File: config.mk
export PLATFORM = sky130hd
export DESIGN_NAME = stopwatch_display
export DESIGN_NICKNAME = d
export VERILOG_FILES = /design/src/rtl/stopwatch_pkg.sv /design/src/rtl/stopwatch_display_bcd_to_7seg.sv /design/src/rtl/stopwatch_display.sv
export SDC_FILE = /design/constraint.sdc
export NUM_CORES = 1
export LEC_CHECK = 0
export ABC_AREA = 1
export BUFFER_PORTS_ARGS = -buffer_cell sky130_fd_sc_hd__buf_2
export CAP_MARGIN = 25
export CORE_MARGIN = 10
export CORE_UTILIZATION = 50
export CTS_CLUSTER_DIAMETER = 100
export CTS_CLUSTER_SIZE = 14
export DETAILED_ROUTE_END_ITERATION = 8
export PLACE_DENSITY = 0.79
export SKIP_LAST_GASP = 1
export SLEW_MARGIN = 5
export SYNTH_ARGS = -nofsm -noshare
export SYNTH_HDL_FRONTEND = slang
export SYNTH_SLANG_ARGS = --single-unit
File: constraint.sdc
create_clock -name clk -period 7.7 [get_ports clk]
set_input_delay 1.155 -clock clk [delete_from_list [all_inputs] [get_ports clk]]
set_output_delay 1.155 -clock clk [all_outputs]
set_load 0.05 [all_outputs]
File: src/rtl/stopwatch_pkg.sv
// Shared types and constants for the stopwatch display slice.
// FSM states, field limits, active-high segment patterns, BCD adjust helper.
package stopwatch_pkg;

  typedef enum logic [1:0] {
    IDLE   = 2'd0,
    CONV   = 2'd1,
    UPDATE = 2'd2
  } state_t;

  localparam logic [6:0] CS_MAX  = 7'd99;
  localparam logic [5:0] SEC_MAX = 6'd59;
  localparam logic [6:0] MIN_MAX = 7'd99;

  // Active-high, bit0 = a ... bit6 = g
  localparam logic [6:0] SEG_ZERO = 7'b0111111;
  localparam logic [6:0] SEG_DASH = 7'b1000000;
  localparam logic [6:0] SEG_OFF  = 7'b0000000;

  // Double-dabble correction: add 3 to each nibble >= 5
  function automatic logic [7:0] dd_adj(input logic [7:0] b);
    logic [3:0] lo;
    logic [3:0] hi;
    lo = (b[3:0] >= 4'd5) ? b[3:0] + 4'd3 : b[3:0];
    hi = (b[7:4] >= 4'd5) ? b[7:4] + 4'd3 : b[7:4];
    return {hi, lo};
  endfunction

endpackage

File: src/rtl/stopwatch_display_bcd_to_7seg.sv
// One BCD digit to active-high seven-segment pattern (combinational).
// Ports: bcd_i (4-bit digit), seg_o (7-bit, bit0=a ... bit6=g); 10-15 blank.
module bcd_to_7seg
  import stopwatch_pkg::*;
(
  input  logic [3:0] bcd_i,
  output logic [6:0] seg_o
);

  always_comb begin
    seg_o = SEG_OFF;
    unique case (bcd_i)
      4'd0:    seg_o = SEG_ZERO;
      4'd1:    seg_o = 7'b0000110;
      4'd2:    seg_o = 7'b1011011;
      4'd3:    seg_o = 7'b1001111;
      4'd4:    seg_o = 7'b1100110;
      4'd5:    seg_o = 7'b1101101;
      4'd6:    seg_o = 7'b1111101;
      4'd7:    seg_o = 7'b0000111;
      4'd8:    seg_o = 7'b1111111;
      4'd9:    seg_o = 7'b1101111;
      default: seg_o = SEG_OFF;
    endcase
  end

endmodule

File: src/rtl/stopwatch_display.sv
// Stopwatch time to six 7-seg digits via a serial double-dabble FSM.
// Ports: clk, rst, tick, cs/sec/min, hold in; hex0..hex5, busy out (registered).
module stopwatch_display
  import stopwatch_pkg::*;
#(
  parameter bit ACTIVE_LOW = 1'b1
) (
  input  logic       clk,
  input  logic       rst,
  input  logic       tick,
  input  logic [6:0] cs,
  input  logic [5:0] sec,
  input  logic [6:0] min,
  input  logic       hold,
  output logic [6:0] hex0,
  output logic [6:0] hex1,
  output logic [6:0] hex2,
  output logic [6:0] hex3,
  output logic [6:0] hex4,
  output logic [6:0] hex5,
  output logic       busy
);

  localparam logic [6:0] HEX_RST =
    ACTIVE_LOW ? ~SEG_ZERO : SEG_ZERO;

  // Inputs are registered first; this stage is
  // part of the 23-edge tick-to-display latency.
  logic       tick_q, hold_q;
  logic [6:0] cs_q, min_q;
  logic [5:0] sec_q;

  state_t     state_q, state_d;
  logic       pend_q, pend_d;
  logic       busy_q, busy_d;
  logic [6:0] snap_cs_q, snap_cs_d;
  logic [5:0] snap_sec_q, snap_sec_d;
  logic [6:0] snap_min_q, snap_min_d;
  logic [1:0] fld_q, fld_d;
  logic [2:0] cnt_q, cnt_d;
  logic [6:0] bin_q, bin_d;
  logic [7:0] bcd_q, bcd_d;
  logic [7:0] res_q [3];
  logic [7:0] res_d [3];
  logic [6:0] hex_q [6];
  logic [6:0] hex_d [6];

  logic [6:0] dec [6];
  logic [6:0] seg_nx [6];
  logic       oor [3];
  logic       accept;
  logic [7:0] bcd_nx;

  assign accept = tick_q & ~hold_q;
  assign bcd_nx = {dd_adj(bcd_q), bin_q[6]} >> 1 << 1 | 8'(bin_q[6]);

  assign oor[0] = snap_cs_q > CS_MAX;
  assign oor[1] = snap_sec_q > SEC_MAX;
  assign oor[2] = snap_min_q > MIN_MAX;

  for (genvar i = 0; i < 6; i++) begin : g_dig
    logic [3:0] digit;
    logic [6:0] raw;
    assign digit = i[0] ? res_q[i/2][7:4]
                        : res_q[i/2][3:0];
    bcd_to_7seg u_dec (
      .bcd_i (digit),
      .seg_o (dec[i])
    );
    assign raw = oor[i/2] ? SEG_DASH : dec[i];
    assign seg_nx[i] = ACTIVE_LOW ? ~raw : raw;
  end

  always_comb begin
    state_d    = state_q;
    pend_d     = pend_q;
    snap_cs_d  = snap_cs_q;
    snap_sec_d = snap_sec_q;
    snap_min_d = snap_min_q;
    fld_d      = fld_q;
    cnt_d      = cnt_q;
    bin_d      = bin_q;
    bcd_d      = bcd_q;
    res_d      = res_q;
    hex_d      = hex_q;
    unique case (state_q)
      IDLE: begin
        if (accept) begin
          snap_cs_d  = cs_q;
          snap_sec_d = sec_q;
          snap_min_d = min_q;
          fld_d      = 2'd0;
          cnt_d      = 3'd0;
          bin_d      = cs_q;
          bcd_d      = 8'd0;
          state_d    = CONV;
        end
      end
      CONV: begin
        if (accept) pend_d = 1'b1;
        bcd_d = bcd_nx;
        bin_d = {bin_q[5:0], 1'b0};
        if (cnt_q == 3'd6) begin
          res_d[fld_q] = bcd_nx;
          cnt_d = 3'd0;
          bcd_d = 8'd0;
          if (fld_q == 2'd2) begin
            state_d = UPDATE;
          end else begin
            fld_d = fld_q + 2'd1;
            bin_d = (fld_q == 2'd0)
              ? {1'b0, snap_sec_q} : snap_min_q;
          end
        end else begin
          cnt_d = cnt_q + 3'd1;
        end
      end
      UPDATE: begin
        hex_d = seg_nx;
        // A tick seen now is treated like a pending one.
        if (pend_q || accept) begin
          pend_d     = 1'b0;
          snap_cs_d  = cs_q;
          snap_sec_d = sec_q;
          snap_min_d = min_q;
          fld_d      = 2'd0;
          cnt_d      = 3'd0;
          bin_d      = cs_q;
          bcd_d      = 8'd0;
          state_d    = CONV;
        end else begin
          state_d = IDLE;
        end
      end
      default: state_d = IDLE;
    endcase
    busy_d = (state_d != IDLE);
  end

  always_ff @(posedge clk or posedge rst) begin
    if (rst) begin
      tick_q     <= 1'b0;
      hold_q     <= 1'b0;
      cs_q       <= '0;
      sec_q      <= '0;
      min_q      <= '0;
      state_q    <= IDLE;
      pend_q     <= 1'b0;
      busy_q     <= 1'b0;
      snap_cs_q  <= '0;
      snap_sec_q <= '0;
      snap_min_q <= '0;
      fld_q      <= '0;
      cnt_q      <= '0;
      bin_q      <= '0;
      bcd_q      <= '0;
      for (int i = 0; i < 3; i++) res_q[i] <= '0;
      for (int i = 0; i < 6; i++) hex_q[i] <= HEX_RST;
    end else begin
      tick_q     <= tick;
      hold_q     <= hold;
      cs_q       <= cs;
      sec_q      <= sec;
      min_q      <= min;
      state_q    <= state_d;
      pend_q     <= pend_d;
      busy_q     <= busy_d;
      snap_cs_q  <= snap_cs_d;
      snap_sec_q <= snap_sec_d;
      snap_min_q <= snap_min_d;
      fld_q      <= fld_d;
      cnt_q      <= cnt_d;
      bin_q      <= bin_d;
      bcd_q      <= bcd_d;
      res_q      <= res_d;
      hex_q      <= hex_d;
    end
  end

  assign hex0 = hex_q[0];
  assign hex1 = hex_q[1];
  assign hex2 = hex_q[2];
  assign hex3 = hex_q[3];
  assign hex4 = hex_q[4];
  assign hex5 = hex_q[5];
  assign busy = busy_q;

endmodule

==> impl_metrics.toml <==
[outcome]
outcome = "finished, final reports clean"

[critical_path]
critical_path.cell_chain = "inv_2, nand2_1, inv_2, nand2_1, nor2_1, a21oi_1"
r2r_end = "hex3[0]"
crit_required_ps = 8000
crit_type = "register to register"
reg2reg_slack_ps = 5210
slowest_delay_ps = 790
cp.arrival_ps = 2790
r2r_start = "state_q[0]"
crit_path_top_delay_cell = "inv_2"
worstPathMaxFanout = 55
reg2reg_depth = 6
crit_path_start_kind = "register"
end_kind = "register"

[global_routing]
grt_pass1_wl_mm = 22.34
grt_max_degree = 77
grt-ovfl-total = 0
track_usage_pct = 15.47
first_global_vias = 4844
antenna_found_initial = 0

[min_path]
hold_start = "min_q[0]"
min_delay_worst_endpoint = "snap_min_q[0]"
hold_class = "register to register"
whs_path_depth = 2

[die]
std_cell_rows = 40
num_io_pins = 67
die_x_um = 132.1
initial_core_util_pct = 51.71
core_area_um2 = 12160
die-area_um2 = 17460
fp.dieH_um = 132.1

[logic_synthesis]
synthXorXnorAreaFrac_pct = 0.4178
synth_nets = 815
synth-simple-area-share_pct = 22.32
yosysWarnings = 0
synthMuxAreaShare_pct = 0
synth_adder_area_share_pct = 7.362
synthCells = 754
yosysSeqAreaShare_pct = 51.85
ys_types = 29
syn-cell-area_um2 = 6289
synth_compound_area_share_pct = 10.66
synth_seq_cells = 130
synth_top_family_by_area = "simple AND/OR/NAND/NOR gates"
avgSynthCellArea_um2 = 8.340

[route]
wl_met2_mm = 6.116
drt_iter0_drc = 273
vias = 4868
wl_met3_um = 756
drcViolationCount = 0
wl_per_cell_um = 12.79
firstDrtPassIters = 5
routed_wl_mm = 12.85
dr.max_layer_used = "met4"
routed_via_density = 4.849
m1WireLength_mm = 5.668
ant_nets = 0

[placed_design]
portBuffers = 66
finalWeightedCongestion = 0.8307
dp_hpwl_mm = 9.013
place_ws_ps = 4956

[cts]
htreeDepth = 4
cts_tree = "done"
cts_buffers = 17
cts.repair.resized = 0
cts_buffer_depth = 2
hold_buffers = 0
cts_root_buf = "clkbuf_16"
numClockSinks = 130
clkSlewWorstSetupHoldPaths_ps = 60
cts_setup_buffers = 0
clk_latency_ps = 420

[run]
drv_cap = 0

[final_layout]
fillerInstances = 1068
multi_input_area_um2 = 2567
layout.nets = 884
areaGrowthSynthToFinish_pct = 17.97
final_util_pct = 61.00
seq_area_um2 = 3261
diodes = 0
layout-drive-gt1-share_pct = 14.71

[sta]
skew_ps = 8.644
timing.final.ws_setup_ps = 5213
slew_viol_final = 0
slew_headroom_pct = 38.67
fin_crit_sh_pct = 32.30
holdWs_ps = 436.7
setup_violations = 0
tightest_slew_ps = 920.0
fin_tns_setup_ps = 0
max_freq_mhz = 402.1
final-hold-violation-count = 0
grt_setup_unrepaired = "false"
finalCriticalPeriod_ps = 2487

[power_and_ir_drop]
p_leak_uw = 0.004030
irDropWorstVdd_v = 0.0001633
power.density_nw_per_um2 = 411.5
finalPower_uw = 3053
worst max-delay path by stage:
stage | slack [ps] | start | end
final | 5210 | state_q[0] | hex3[0]
after CTS | 5240 | state_q[0] | hex3[0]
after global routing | 4860 | state_q[0] | hex3[3]
after global placement | 4980 | rst | hex4[1]
after floorplan | 3090 | rst | bcd_q[0]
after detailed placement | 4960 | rst | hex4[1]
per-stage QoR:
stage          area [µm²]  std cells
6_report             7418       1004
5_1_grt              7418       1004
4_1_cts              7418       1004
3_5_place_dp         6743        972
3_3_place_gp         6743        972
2_1_floorplan        6289        754
layout make-up:
cell class | instances | share of cell area (%)
clock inverter | 13 | 3.137
tap | 168 | 2.834
timing repair buffer | 68 | 4.655
inverter | 95 | 4.841
multi-input combinational | 511 | 34.61
clock buffer | 19 | 5.971
sequential | 130 | 43.95
cell families after synthesis:
kind of cell	after synthesis
simple gates	351
fa+ha+maj	37
buf+inv	113
flops	130
xor+xnor	3
compound gates	120
cells in the final DEF (no fill, tap or decap), types with 4 or more instances in the layout:
cell type   count
nand2_1       232
dfrtp_1       124
nor2_1         91
inv_1          89
buf_2          66
o21ai_0        46
ha_1           37
a21oi_1        34
nand3_1        17
clkbuf_16      17
o21ai_1         7
o211ai_1        7
o21bai_1        6
a31oi_1         6
bufinv_16       6
dfstp_2         6
o22ai_1         5
inv_2           5
o21a_1          5
clkinvlp_4      4
layer usage:
layer | track usage [%] | vias to the layer above
met3 | 5.602 | 25
met4 | 7.108 | 0
met2 | 24.60 | 109
met5 | 0 | -
met1 | 18.28 | 2238
li1 | - | 2496
Yosys cell counts (all sizes together):
cell      n  share of area (%)
buf      14                1.5
nand3    18                1.5
o21a      5               0.60
and2      2               0.20
xor2      3               0.42
a21oi    35                2.8
ha       37                7.4
a31oi     6               0.60
o211ai    7               0.84
o21bai    6               0.72
nor2     95                6.3
nand4     1               0.10
dfrtp   124                 49
dfstp     6                2.5
o21ai    56                4.6
inv      95                5.7
clkbuf    4               0.24
o22ai     5               0.50
or2       2               0.20
nand2   233                 14
worst max-delay path: cells and delay by family, from the launching register on:
kind / cells / cell delay [ps]
AND/OR/NAND/NOR: 3 / 910
flip-flops: 1 / 410
buffers and inverters: 2 / 900
AO/OA/AOI/OAI: 1 / 110
state kept, by name (all words and copies together), names as in the netlist:
signal,count
g_dig.digit,24
bcd_q,8
bin_q,7
cs_q,7
hex0,7
hex1,7
hex2,7
hex3,7
hex4,7
hex5,7
min_q,7
snap_min_q,7
sec_q,6
snap_sec_q,6
snap_cs_q,5
cnt_q,3
fld_q,2
state_q,2
busy,1
hold_q,1
pend_q,1
tick_q,1
report_power, final:
part | internal (µW) | total [µW] | switching [µW]
clock network | 615 | 909 | 295
registers | 886 | 1050 | 167
logic | 340 | 1090 | 750
total | 1840 | 3050 | 1210
Note: power is estimated with default switching activity, not from simulation.
